--- src/rtl/mouse_cdc_pkg.sv ---
// Shared types for the mouse-position clock-domain crossing (transmitter and receiver).
package mouse_cdc_pkg;

    localparam int POS_W = 12;

    typedef enum logic {IDLE, WAIT_ACK} cdc_tx_state_t;

    typedef struct packed {
        logic [POS_W-1:0] x;
        logic [POS_W-1:0] y;
    } pos_t;

endpackage

--- src/rtl/cdc_bit_sync.sv ---
// Single-bit N-flop synchroniser with asynchronous active-low reset.
module cdc_bit_sync #(
    parameter int STAGES = 2
) (
    input  logic clk,
    input  logic rst_n,
    input  logic i_d,
    output logic o_q
);

    logic [STAGES-1:0] r_sync;

    always_ff @(posedge clk or negedge rst_n) begin
        if (!rst_n) begin
            r_sync <= '0;
        end else begin
            r_sync <= {r_sync[STAGES-2:0], i_d};
        end
    end

    assign o_q = r_sync[STAGES-1];

endmodule

--- src/rtl/mouse_pos_cdc_tx.sv ---
// Source-side mouse position launcher: freezes a sample on the launch bus, announces it with
// a request toggle and holds it until the synchronised acknowledge toggle catches up.
module mouse_pos_cdc_tx
    import mouse_cdc_pkg::*;
#(
    parameter int W           = POS_W,
    parameter int SYNC_STAGES = 2,
    parameter int CNT_W       = 8
) (
    input  logic             clk,
    input  logic             rst_n,
    input  logic [W-1:0]     xpos_in,
    input  logic [W-1:0]     ypos_in,
    input  logic             pos_valid,
    output logic [W-1:0]     xpos_tx,
    output logic [W-1:0]     ypos_tx,
    output logic             req_tgl,
    input  logic             ack_tgl,
    output logic             busy,
    output logic [CNT_W-1:0] overrun_cnt
);

    cdc_tx_state_t    r_state, w_state;
    logic [W-1:0]     r_x_tx, r_y_tx, w_x_tx, w_y_tx;
    logic [W-1:0]     r_pend_x, r_pend_y, w_pend_x, w_pend_y;
    logic             r_pend_valid, w_pend_valid;
    logic             r_req, w_req;
    logic             r_busy;
    logic [CNT_W-1:0] r_cnt, w_cnt;
    logic             w_ack_s;
    logic             w_done;

    cdc_bit_sync #(
        .STAGES (SYNC_STAGES)
    ) u_ack_sync (
        .clk   (clk),
        .rst_n (rst_n),
        .i_d   (ack_tgl),
        .o_q   (w_ack_s)
    );

    // Acks seen while IDLE are stale or spurious and must not complete anything.
    assign w_done = (r_state == WAIT_ACK) && (w_ack_s == r_req);

    always_comb begin
        w_state      = r_state;
        w_x_tx       = r_x_tx;
        w_y_tx       = r_y_tx;
        w_req        = r_req;
        w_pend_x     = r_pend_x;
        w_pend_y     = r_pend_y;
        w_pend_valid = r_pend_valid;
        w_cnt        = r_cnt;
        case (r_state)
            IDLE: begin
                if (pos_valid) begin
                    w_x_tx  = xpos_in;
                    w_y_tx  = ypos_in;
                    w_req   = ~r_req;
                    w_state = WAIT_ACK;
                end
            end
            WAIT_ACK: begin
                if (w_done) begin
                    if (r_pend_valid) begin
                        w_x_tx = r_pend_x;
                        w_y_tx = r_pend_y;
                        w_req  = ~r_req;
                        // A sample arriving alongside the pending launch refills the slot.
                        if (pos_valid) begin
                            w_pend_x = xpos_in;
                            w_pend_y = ypos_in;
                        end else begin
                            w_pend_valid = 1'b0;
                        end
                    end else if (pos_valid) begin
                        w_x_tx = xpos_in;
                        w_y_tx = ypos_in;
                        w_req  = ~r_req;
                    end else begin
                        w_state = IDLE;
                    end
                end else if (pos_valid) begin
                    w_pend_x     = xpos_in;
                    w_pend_y     = ypos_in;
                    w_pend_valid = 1'b1;
                    if (r_pend_valid && !(&r_cnt)) begin
                        w_cnt = r_cnt + CNT_W'(1);
                    end
                end
            end
            default: w_state = IDLE;
        endcase
    end

    always_ff @(posedge clk or negedge rst_n) begin
        if (!rst_n) begin
            r_state      <= IDLE;
            r_x_tx       <= '0;
            r_y_tx       <= '0;
            r_req        <= 1'b0;
            r_pend_x     <= '0;
            r_pend_y     <= '0;
            r_pend_valid <= 1'b0;
            r_cnt        <= '0;
            r_busy       <= 1'b0;
        end else begin
            r_state      <= w_state;
            r_x_tx       <= w_x_tx;
            r_y_tx       <= w_y_tx;
            r_req        <= w_req;
            r_pend_x     <= w_pend_x;
            r_pend_y     <= w_pend_y;
            r_pend_valid <= w_pend_valid;
            r_cnt        <= w_cnt;
            r_busy       <= (w_state == WAIT_ACK);
        end
    end

    assign xpos_tx     = r_x_tx;
    assign ypos_tx     = r_y_tx;
    assign req_tgl     = r_req;
    assign busy        = r_busy;
    assign overrun_cnt = r_cnt;

endmodule

--- config.mk ---
export PLATFORM = sky130hd
export DESIGN_NAME = mouse_pos_cdc_tx
export DESIGN_NICKNAME = d
export VERILOG_FILES = /design/src/rtl/mouse_cdc_pkg.sv /design/src/rtl/cdc_bit_sync.sv /design/src/rtl/mouse_pos_cdc_tx.sv
export SDC_FILE = /design/constraint.sdc
export NUM_CORES = 1
export LEC_CHECK = 0
export BUFFER_PORTS_ARGS = -buffer_cell sky130_fd_sc_hd__buf_2
export CORE_ASPECT_RATIO = 1.4
export CORE_MARGIN = 2
export CORE_UTILIZATION = 45
export CTS_CLUSTER_SIZE = 12
export DETAILED_ROUTE_END_ITERATION = 6
export HOLD_SLACK_MARGIN = 0.12
export PLACE_DENSITY = 0.66
export SETUP_SLACK_MARGIN = 0.15
export SLEW_MARGIN = 20
export SYNTH_ARGS = -nofsm -noshare
export SYNTH_HDL_FRONTEND = slang
export SYNTH_HIERARCHICAL = 1
export SYNTH_SLANG_ARGS = --single-unit
--- constraint.sdc ---
create_clock -name clk -period 2 [get_ports clk]
set_clock_uncertainty 0.2 [all_clocks]
set_input_delay 0.4 -clock clk [delete_from_list [all_inputs] [get_ports clk]]
set_output_delay 0.4 -clock clk [all_outputs]
set_load 0.01 [all_outputs]
==> results.rst, run 1 <==
.. list-table::
   :header-rows: 1

   * - Metric
     - Value
   * - Cell type with the largest total area after synthesis
     - sky130_fd_sc_hd__dfrtp_1
   * - Clock H-tree levels
     - 3
   * - Critical path peak fanout
     - 5
   * - Asr flop ratio synth
     - 1.00
   * - Fmax
     - approximately 550 MHz
   * - Worst rel slew slack
     - 0.740
   * - Crit share post-route
     - 0.902
   * - Total placed cells including tap cells
     - 341
   * - Global-route wire length before repair
     - 8.37 mm
   * - Synth Warn #
     - 6
   * - Final antenna diode count
     - 0
   * - Final number of hold-violating endpoints
     - 0
   * - Overflow left after global routing
     - 0
   * - Final setup violation count
     - 0
   * - R2r startpoint
     - overrun_cnt[1]
   * - Path type of the worst min-delay path
     - in -> reg
   * - Pwr/cell area
     - 1540 nW/µm²
   * - CP Depth
     - 5
   * - Final HPWL from detailed placement
     - 3.34 mm
   * - Number of search-and-repair iterations in the first detailed-routing pass
     - 4
   * - Via count of the first global-routing pass
     - between 1500 and 2000
   * - End of the worst register-to-register path
     - overrun_cnt[5]
   * - Maximum buffer depth of the clock tree
     - 2
   * - Critical Path Source
     - overrun_cnt[1]
   * - Status
     - completed
   * - Max-slew violation total from the final report
     - 0
   * - Detailed Route Iter0 Violations
     - 73
   * - Routability-driven placement congestion ratio
     - 0.750
   * - Routed length per placed instance
     - 13.6 µm
   * - Crit. End Element
     - flip-flop
   * - Initial standard-cell utilization of the core
     - 0.468
   * - Area of the core region
     - 5570 µm²
   * - Vias after detailed routing
     - 1900
   * - Predominant post-synthesis flop cell
     - sky130_fd_sc_hd__dfrtp_1
   * - Clk Tree Root Cell
     - sky130_fd_sc_hd__clkbuf_8
   * - Largest delay contributor family on the critical path
     - flip-flops
   * - Number of synthesized flops with an enable pin
     - 0
   * - Total I/O pin count
     - 62
   * - Critical path data arrival time
     - about 1.9 ns
   * - Cell count after synthesis
     - 211
   * - Area after DPL
     - 3050 µm²
   * - Worst vdd rail ir drop
     - 1000 µV
   * - Count leader, synth
     - sky130_fd_sc_hd__dfrtp_1
   * - Layout cell share with drive strength beyond 1
     - 0.390
   * - Max stage delay cell, worst path
     - sky130_fd_sc_hd__dfrtp_1
   * - Required time of the critical path
     - 2.05 ns
   * - Register-to-register path setup slack
     - around 0.20 ns
   * - Number of remaining DRC errors
     - 0
   * - CTS tree
     - built
   * - Clock tree sinks
     - 61
   * - Synth top area cells
     - sky130_fd_sc_hd__dfrtp_1, sky130_fd_sc_hd__mux2_2, sky130_fd_sc_hd__mux2i_1, sky130_fd_sc_hd__o21ai_0, sky130_fd_sc_hd__nand2_1
   * - Maximum cell stage delay along the critical path
     - 0.42 ns
   * - All-layer global routing usage
     - 0.179
   * - Max capacitance violation total
     - 0
   * - Die width
     - 68.3 µm
   * - Standard-cell row count
     - 32
   * - Maximum number of pins on one net before global-route repair
     - 62
   * - Fin area
     - 3520 µm²
   * - Sequential cell area fraction in the yosys report
     - 0.586
   * - Total negative setup slack
     - 0 ns
   * - Seq cells post-synth
     - 61
   * - Summed instance area of the synthesized netlist
     - 2610 µm²
   * - Cell Chain, Critical Path
     - ha_2, and3_4, a211oi_4, nor3b_2, xor2_1
   * - Endpoint of the most critical setup path
     - overrun_cnt[5]
   * - Antenna-violating nets left
     - 0
   * - Synth-to-layout area growth
     - 35.2%
   * - Worst slew pin tran
     - 0.387 ns
   * - Post-Syn Nets
     - 240
   * - Non-filler instance count after layout
     - 383
   * - Count of different cell masters after synthesis
     - 31
   * - Unrepaired setup endpoints after global routing
     - yes
   * - Input/output buffers
     - 61
   * - Category of the most critical setup path
     - reg -> reg
   * - Clock input transition at the sequential cells of the worst setup and hold paths
     - 0.06 ns
   * - Chip Height
     - 94.0 µm
   * - Final min period
     - 1.80 ns
   * - Mean area per synthesized cell
     - approximately 12 µm²
   * - CTS Buf Count
     - 9
   * - Detailed-route vias per instance
     - 4.96
   * - Start point of the worst hold path
     - xpos_in[2]
   * - Fraction of post-synthesis cell area in the top cell type by area
     - 0.586
   * - Clock latency on the worst-skew pair
     - roughly 0.33 ns
   * - Cell leakage power
     - 1.62 nW
   * - Fin nets
     - 340
   * - Number of cells on the worst reg-to-reg path
     - 5
   * - Antenna violations before repair
     - 0
   * - Buf+Inv Stages, Crit Path
     - 0
   * - Die Outline Area
     - 6430 µm²
   * - Critical Path Start Type
     - flip-flop
   * - Util after Layout
     - 0.633
   * - Total Wirelength
     - about 5.2 mm
   * - Most used standard cells in the synthesized netlist
     - sky130_fd_sc_hd__dfrtp_1, sky130_fd_sc_hd__mux2_2, sky130_fd_sc_hd__nand2_1
## what timing repair did
action,in CTS,in global routing
resized for setup,2,5
endpoints found under the hold margin,84,0
pin swaps,0,2
setup buffers,0,3
hold buffers,24,0
setup endpoints to repair,2,25
## kinds of logic (layout without fill, tap and decap cells)
group                    after synthesis  count (layout)  share of synthesized area
flip-flops                            61              61                      0.586
XOR/XNOR                               8               8                     0.0298
adder cells (fa/ha/maj)                1               1                    0.00480
buffers and inverters                 13             117                     0.0278
multiplexers                          42              42                      0.174
AND/OR/NAND/NOR                       45              45                     0.0807
AO/OA/AOI/OAI                         41              41                     0.0975
## power by group
part           switching, mW  internal [mW]  leakage [nW]  total (mW)
registers              0.349           1.82         0.721        2.17
logic                   1.12           1.14         0.807        2.26
clock network          0.441          0.544        0.0926       0.984
## metrics by stage
step           setup WS, ns  power, mW  hold slack, ns
2_1_floorplan         0.189       3.59         -0.0956
3_3_place_gp          0.185       4.28           0.133
3_5_place_dp          0.117       4.34           0.136
4_1_cts               0.161       5.39           0.128
5_1_grt               0.105       5.85           0.138
6_report              0.197       5.41           0.133
## final cells by class
cell class / instances / area [µm²]
fill: 472 / 2040
sequential: 61 / 1530
multi-input combinational: 137 / 1050
timing repair buffer: 98 / 672
clock buffer: 14 / 173
tap: 68 / 85.1
inverter: 4 / 15.0
clock inverter: 1 / 5.00
## sequential cells by signal, summed over array words and instances, names as in the netlist
signal,count
busy,1
overrun_cnt,8
r_pend_valid,1
r_pend_x,12
r_pend_y,12
req_tgl,1
u_ack_sync/r_sync,2
xpos_tx,12
ypos_tx,12
## how the worst min path moves through the flow
stage                     cells after the start  slack [ns]                   end
final                                         2        0.13           r_pend_x[2]
after CTS                                     2        0.13           r_pend_x[2]
after floorplan                               0        -0.1                  busy
after global placement                        0        0.13  u_ack_sync/r_sync[1]
after global routing                          2        0.14           r_pend_x[2]
after detailed placement                      0        0.14  u_ack_sync/r_sync[1]
## cell usage in the layout (no fill, tap or decap), drive strengths merged, types with 2 or more instances in the layout
cell type and count:
nand2b 2, xnor2 4, o22ai 9, dfrtp 61, nand3 3, xor2 4
nand4 2, nor2 11, clkbuf 14, o21ai 16, dlygate4sd3 24, nor3 2
mux2i 16, buf 74, mux2 26, inv 4, a21oi 12, nand2 20
## layer usage
metal,track usage,wire [µm],up-vias
met5,0,0,-
met4,0.100,111,0
met3,0.0360,154,9
met2,0.286,2610,41
met1,0.220,2340,912
li1,-,-,938
Power figures use the tool's default switching activity.
==> run 2, diff against run 1 <==
--- a/config.mk
+++ b/config.mk
@@ -13,6 +13,7 @@
 export DETAILED_ROUTE_END_ITERATION = 6
 export HOLD_SLACK_MARGIN = 0.12
 export PLACE_DENSITY = 0.66
+export RECOVER_POWER = 25
 export SETUP_SLACK_MARGIN = 0.15
 export SLEW_MARGIN = 20
 export SYNTH_ARGS = -nofsm -noshare
==> run 2 against run 1 <==
  * Combinational power about the same
  * Clock power is essentially flat
  * Critical path depth is the same
  * Sequential cell count is the same
  * Global-route usage is the same
  * First-iteration DRC count stayed put
  * Largest power group unchanged
  * Wire length is 0.12% lower
  * Power hardly changed
  * Setup slack stayed put
  * Non-clock buffer count unchanged
  * Critical path type unchanged
==> results.rst, run 2 (same netlist as run 1, synthesis figures left out) <==
.. list-table::
   :header-rows: 1

   * - Metric
     - Value
   * - Total placed cells including tap cells
     - 341 (unchanged)
   * - Clock input transition at the sequential cells of the worst setup and hold paths
     - 0.06 ns (about the same)
   * - Largest delay contributor family on the critical path
     - flip-flops
   * - Max capacitance violation total
     - 0 (unchanged)
   * - Util after Layout
     - 0.631 (-0.00225)
   * - Routability-driven placement congestion ratio
     - 0.750 (unchanged)
   * - CTS Buf Count
     - 9 (unchanged)
   * - Total negative setup slack
     - 0 ns (unchanged)
   * - Worst vdd rail ir drop
     - 1000 µV (about the same)
   * - All-layer global routing usage
     - 0.179 (unchanged)
   * - R2r startpoint
     - overrun_cnt[1]
   * - Critical path data arrival time
     - 1.85 ns (about the same)
   * - Clock tree sinks
     - 61 (unchanged)
   * - Fin area
     - 3510 µm² (-0.35%)
   * - Final min period
     - 1.80 ns (unchanged)
   * - Cell leakage power
     - 1.62 nW (-0.30%)
   * - End of the worst register-to-register path
     - overrun_cnt[5]
   * - Fraction of power spent switching nets
     - 0.354 (about the same)
   * - Final HPWL from detailed placement
     - 3.34 mm (unchanged)
   * - Synth-to-layout area growth
     - 34.8%
   * - Hold Crit Depth
     - 2 (unchanged)
   * - Antenna violations before repair
     - 0 (unchanged)
   * - Standard-cell row count
     - 32 (unchanged)
   * - CTS tree
     - built
   * - Start point of the worst hold path
     - xpos_in[2]
   * - Hold EP
     - r_pend_x[2]
   * - Antenna-violating nets left
     - 0 (unchanged)
   * - Final total power
     - 5.41 mW (about the same)
   * - Pwr/cell area
     - 1540 nW/µm² (+0.27%)
   * - Flop pwr share
     - 0.400 (about the same)
   * - Final antenna diode count
     - 0 (unchanged)
   * - Via count of the first global-routing pass
     - 1838 (unchanged)
   * - Input/output buffers
     - 61 (unchanged)
   * - Part of the total power dissipated in combinational logic
     - 0.418 (about the same)
   * - Switching power of the nets
     - 1.91 mW (about the same)
   * - Clk Tree Root Cell
     - sky130_fd_sc_hd__clkbuf_8
   * - Fin nets
     - 340 (unchanged)
   * - Crit share post-route
     - 0.902 (unchanged)
   * - Unrepaired setup endpoints after global routing
     - yes
   * - Maximum buffer depth of the clock tree
     - 2 (unchanged)
   * - Crit. End Element
     - flip-flop
   * - Path type of the worst min-delay path
     - in -> reg
   * - Max stage delay cell, worst path
     - sky130_fd_sc_hd__dfrtp_1
   * - Detailed-route vias per instance
     - 4.96 (about the same)
   * - Clk network pwr share
     - 0.182 (about the same)
   * - Worst rel slew slack
     - 0.454 (-0.286)
   * - Layout cell share with drive strength beyond 1
     - 0.390 (unchanged)
   * - Commonest cells after routing, fill and taps aside
     - sky130_fd_sc_hd__dfrtp_1, sky130_fd_sc_hd__buf_2, sky130_fd_sc_hd__mux2_2, sky130_fd_sc_hd__dlygate4sd3_1, sky130_fd_sc_hd__nand2_1
   * - Die Outline Area
     - 6430 µm² (unchanged)
   * - Total I/O pin count
     - 62 (unchanged)
   * - Status
     - completed
   * - Clock latency on the worst-skew pair
     - 0.33 ns (about the same)
   * - Worst slew pin tran
     - 0.819 ns (+0.432 ns)
   * - Maximum cell stage delay along the critical path
     - 0.42 ns (about the same)
   * - Area of the core region
     - 5570 µm² (unchanged)
   * - Maximum number of pins on one net before global-route repair
     - 62 (unchanged)
   * - Overflow left after global routing
     - 0 (unchanged)
   * - Vias after detailed routing
     - 1901 (+0.053%)
   * - Area after DPL
     - 3050 µm² (unchanged)
   * - Number of cells on the worst reg-to-reg path
     - 5 (unchanged)
   * - Clock H-tree levels
     - 3 (unchanged)
   * - Fmax
     - 555 MHz (unchanged)
   * - Non-filler instance count after layout
     - 383 (unchanged)
   * - Routed length per placed instance
     - 13.6 µm (-0.12%)
   * - Required time of the critical path
     - 2.05 ns (about the same)
   * - Detailed Route Iter0 Violations
     - 73 (unchanged)
   * - Power Internal
     - 3.50 mW (about the same)
   * - Die width
     - 68.3 µm (unchanged)
   * - Number of remaining DRC errors
     - 0 (unchanged)
   * - Register-to-register path setup slack
     - 0.20 ns (about the same)
   * - Global-route wire length before repair
     - 8.37 mm (unchanged)
   * - Category of the most critical setup path
     - reg -> reg
   * - Critical path peak fanout
     - 5 (unchanged)
   * - Number of search-and-repair iterations in the first detailed-routing pass
     - 4 (unchanged)
   * - Cell Chain, Critical Path
     - ha_2, and3_4, a211oi_4, nor3b_2, xor2_1
   * - Total Wirelength
     - 5.21 mm (-0.12%)
   * - Max-slew violation total from the final report
     - 0 (unchanged)
   * - Critical Path Start Type
     - flip-flop
   * - Final setup violation count
     - 0 (unchanged)
   * - Chip Height
     - 94.0 µm (unchanged)
   * - Buf+Inv Stages, Crit Path
     - 0 (unchanged)
   * - Final number of hold-violating endpoints
     - 0 (unchanged)
   * - Initial standard-cell utilization of the core
     - 0.468 (unchanged)
-- run 2: cell types whose count changed in the layout (fill, tap and decap cells not counted) --
cell	delta
sky130_fd_sc_hd__buf_12	-1
sky130_fd_sc_hd__clkbuf_4	+1
-- run 2: metrics by stage --
stage | worst slack (ns) | hold slack (ns)
floorplan | 0.189 | -0.0956
global placement | 0.185 | 0.133
detailed placement | 0.117 | 0.136
CTS | 0.161 | 0.128
global route | 0.105 | 0.138
finish | 0.197 | 0.133
-- run 2: worst reg2reg max path, stage by stage (launching register included) --
cell                       delay [ns]
sky130_fd_sc_hd__dfrtp_1         0.42
sky130_fd_sc_hd__ha_2            0.20
sky130_fd_sc_hd__and3_4          0.18
sky130_fd_sc_hd__a211oi_4        0.32
sky130_fd_sc_hd__nor3b_2         0.24
sky130_fd_sc_hd__xor2_1          0.17
-- run 2: how the worst max path moves through the flow --
stage              startpoint              to  slack [ns]  cells past startpoint
6_report       overrun_cnt[1]  overrun_cnt[5]        0.20                      5
2_1_floorplan  overrun_cnt[0]  overrun_cnt[1]        0.19                      4
3_3_place_gp   overrun_cnt[0]  overrun_cnt[5]        0.18                      5
5_1_grt        overrun_cnt[1]  overrun_cnt[5]        0.11                      5
3_5_place_dp   overrun_cnt[0]  overrun_cnt[5]        0.12                      5
4_1_cts        overrun_cnt[0]  overrun_cnt[1]        0.16                      4
-- run 2: timing repair --
item                       4_1_cts  5_1_grt
setup endpoints to repair        2       25
hold endpoints to repair        84        0
hold buffers                    24        0
resized for setup                2        5
setup buffers                    0        3
pin swaps                        0        2
-- run 2: cell type report --
class                      count  area, µm²
clock buffer                  14        173
clock inverter                 1       5.00
fill                         474       2050
inverter                       4       15.0
multi-input combinational    137       1050
sequential                    61       1530
tap                           68       85.1
timing repair buffer          98        659
-- run 2: per-layer routing --
layer / GRT usage / up-vias / part of all wire
met2: 0.286 / 41 / 0.50
met5: 0 / - / 0
met4: 0.100 / 0 / 0.021
li1: - / 939 / -
met3: 0.0360 / 9 / 0.030
met1: 0.220 / 912 / 0.45
-- run 2: power groups by stage --
stage          Clock (mW)  Combinational, mW  Sequential, mW
2_1_floorplan           0               1.31            2.28
3_3_place_gp            0               2.11            2.16
3_5_place_dp            0               2.16            2.19
4_1_cts              1.01               2.21            2.17
5_1_grt              1.06               2.54            2.24
6_report            0.984               2.26            2.16
==> run 3, diff against run 2 <==
==> constraint.sdc (replaced) <==
create_clock -name clk -period 2.14 [get_ports clk]
set_clock_uncertainty 0.2 [all_clocks]
set_input_delay 0.428 -clock clk [delete_from_list [all_inputs] [get_ports clk]]
set_output_delay 0.428 -clock clk [all_outputs]
set_load 0.01 [all_outputs]
==> run 3 against run 2 <==
  * Via count decreased by 4.6%
  * Global-route usage decreased by 0.17 points
  * Utilization shrank 4.4 points
  * Clock power up 17%
  * Critical path depth stayed put
  * Register-to-register slack improved by 0.06 ns
  * Final area down 6.9%
  * Sequential power decreased by 6%
  * Clock-buffer cell count is 2 lower
  * Combinational power shrank 13%
  * Hold slack better by 0.0073 ns
  * Critical endpoint unchanged
==> results.rst, run 3 (same netlist as run 1, synthesis figures left out) <==
.. list-table::
   :header-rows: 1

   * - Metric
     - Value
   * - Status
     - completed
   * - Vias after detailed routing
     - 1814 (-4.6%)
   * - Chip Height
     - 94.0 µm (unchanged)
   * - CTS tree
     - built
   * - Final min period
     - 1.88 ns (+0.0799 ns)
   * - Antenna violations before repair
     - 0 (unchanged)
   * - Category of the most critical setup path
     - reg -> reg
   * - Max stage delay cell, worst path
     - sky130_fd_sc_hd__dfrtp_1
   * - Worst slew pin tran
     - 0.834 ns (+0.0151 ns)
   * - Die width
     - 68.3 µm (unchanged)
   * - Clock H-tree levels
     - 3 (unchanged)
   * - Clk Tree Root Cell
     - sky130_fd_sc_hd__clkbuf_8
   * - Final HPWL from detailed placement
     - 3.36 mm (+0.57%)
   * - Register-to-register path setup slack
     - 0.26 ns (+0.06 ns)
   * - Routability-driven placement congestion ratio
     - 0.751 (+0.15%)
   * - Max capacitance violation total
     - 0 (unchanged)
   * - Endpoint of the most critical setup path
     - overrun_cnt[5]
   * - Synth-to-layout area growth
     - 25.4%
   * - All-layer global routing usage
     - 0.177 (-0.00175)
   * - Critical Path Start Type
     - flip-flop
   * - Number of cells on the worst reg-to-reg path
     - 5 (unchanged)
   * - Total negative setup slack
     - 0 ns (unchanged)
   * - Detailed Route Iter0 Violations
     - 94 (+29%)
   * - Detailed-route vias per instance
     - 5.08 (+2.4%)
   * - Worst vdd rail ir drop
     - 781 µV (-22%)
   * - Crit share post-route
     - 0.880 (-0.0217)
   * - Worst rel slew slack
     - 0.444 (-0.0101)
   * - Standard-cell row count
     - 32 (unchanged)
   * - Final number of hold-violating endpoints
     - 0 (unchanged)
   * - CTS Buf Count
     - 9 (unchanged)
   * - Final antenna diode count
     - 0 (unchanged)
   * - Final setup violation count
     - 0 (unchanged)
   * - Critical Path Source
     - overrun_cnt[0]
   * - Commonest cells after routing, fill and taps aside
     - sky130_fd_sc_hd__dfrtp_1, sky130_fd_sc_hd__buf_2, sky130_fd_sc_hd__mux2_2, sky130_fd_sc_hd__nand2_1
   * - Input/output buffers
     - 61 (unchanged)
   * - Number of search-and-repair iterations in the first detailed-routing pass
     - 4 (unchanged)
   * - Via count of the first global-routing pass
     - 1827 (-0.60%)
   * - Maximum number of pins on one net before global-route repair
     - 62 (unchanged)
   * - Max-slew violation total from the final report
     - 0 (unchanged)
   * - Cell leakage power
     - 1.52 nW (-6.2%)
   * - Top layer in use
     - met4
   * - Initial standard-cell utilization of the core
     - 0.468 (unchanged)
   * - Routed wl met2
     - 2.58 mm (-1.5%)
   * - Critical path peak fanout
     - 5 (unchanged)
   * - Overflow left after global routing
     - 0 (unchanged)
   * - Post-route worst hold slack
     - 0.140 ns (+0.00727 ns)
   * - Unrepaired setup endpoints after global routing
     - yes
   * - Crit. End Element
     - flip-flop
   * - Total I/O pin count
     - 62 (unchanged)
   * - Met3 wirelength from detailed routing
     - 204 µm (+32%)
   * - Clock input transition at the sequential cells of the worst setup and hold paths
     - 0.07 ns (about the same)
   * - Final total power
     - 5.13 mW (-5.2%)
   * - Fin nets
     - 313 (-7.9%)
   * - Area of the core region
     - 5570 µm² (unchanged)
   * - Maximum cell stage delay along the critical path
     - 0.43 ns (about the same)
   * - Fmax
     - 531 MHz (-4.2%)
   * - Routed length on met1
     - 2.18 mm (-6.5%)
   * - Required time of the critical path
     - 2.19 ns (+0.14 ns)
   * - Critical path data arrival time
     - 1.94 ns (+0.09 ns)
   * - Global-route wire length before repair
     - 8.26 mm (-1.3%)
   * - Pwr/cell area
     - 1570 nW/µm² (+1.9%)
   * - End of the worst register-to-register path
     - overrun_cnt[5]
   * - Antenna-violating nets left
     - 0 (unchanged)
   * - Die Outline Area
     - 6430 µm² (unchanged)
   * - Path type of the worst min-delay path
     - in -> reg
   * - Clock tree sinks
     - 61 (unchanged)
   * - Number of remaining DRC errors
     - 0 (unchanged)
   * - Clock latency on the worst-skew pair
     - 0.33 ns (about the same)
   * - Total Wirelength
     - 5.03 mm (-3.5%)
   * - Maximum buffer depth of the clock tree
     - 2 (unchanged)
   * - Cell Chain, Critical Path
     - ha_1, and3_1, a211oi_4, nor3b_1, xor2_1
   * - R2r startpoint
     - overrun_cnt[0]
   * - Layout cell share with drive strength beyond 1
     - 0.405 (+0.0144)
   * - Routed length per placed instance
     - 14.1 µm (+3.6%)
-- run 3: cell types whose count changed in the layout (fill, tap and decap cells not counted), sizes merged --
cell / change
dlygate4sd3: -22
buf: -5
bufinv: +2
clkbuf: -2
clkinv: +1
-- run 3: layout make-up --
class | instances | area [µm²]
Clock buffer | 12 | 155
Fill cell | 499 | 2300
Timing Repair Buffer | 71 | 385
Inverter | 4 | 15.0
Tap cell | 68 | 85.1
Sequential cell | 61 | 1530
Multi-Input combinational cell | 137 | 1030
Clock inverter | 4 | 70.1
-- run 3: power by group --
part / internal, mW / total (mW) / leakage (nW) / switching, mW
Sequential: 1.70 / 2.02 / 0.721 / 0.324
Combinational: 0.939 / 1.96 / 0.679 / 1.02
Clock: 0.716 / 1.15 / 0.116 / 0.430
Total: 3.35 / 5.13 / 1.52 / 1.78
-- run 3: critical path: cells and delay by family (launching register included) --
kind / cells / cell delay, ns
xor gates and xnor gates: 1 / 0.16
adders and majority gates: 1 / 0.25
DFF: 1 / 0.43
and+or+nand+nor: 2 / 0.47
AOI/OAI and AO/OA: 1 / 0.30
-- run 3: per-stage QoR --
| step | setup WS (ns) | cells | utilization | instance area (µm²) |
|---|---|---|---|---|
| after global placement | 0.261 | 339 | 0.542 | 3020 |
| final | 0.257 | 357 | 0.587 | 3270 |
| after global routing | 0.135 | 357 | 0.587 | 3270 |
| after CTS | 0.219 | 357 | 0.586 | 3260 |
| after detailed placement | 0.225 | 339 | 0.542 | 3020 |
| after floorplan | 0.235 | 211 | - | 2610 |
-- run 3: how the worst min path moves through the flow --
stage / slack, ns / endpoint / from / cells past startpoint
final: 0.14 / r_pend_y[5] / ypos_in[5] / 2
after global routing: 0.12 / r_pend_y[5] / ypos_in[5] / 2
after CTS: 0.12 / r_pend_y[5] / ypos_in[5] / 2
after detailed placement: 0.14 / u_ack_sync/r_sync[1] / u_ack_sync/r_sync[0] / 0
after global placement: 0.13 / u_ack_sync/r_sync[1] / u_ack_sync/r_sync[0] / 0
after floorplan: -0.07 / busy / rst_n / 0
-- run 3: per-layer routing --
layer,GRT usage,up-vias
met2,0.290,40
met5,0,-
met3,0.0372,9
li1,-,893
met4,0.105,0
met1,0.207,872
-- run 3: what timing repair did --
action,CTS,global route
setup endpoints to repair,0,2
hold buffers,2,0
setup buffers,0,0
gates resized for setup,0,2
endpoints found under the hold margin,62,0
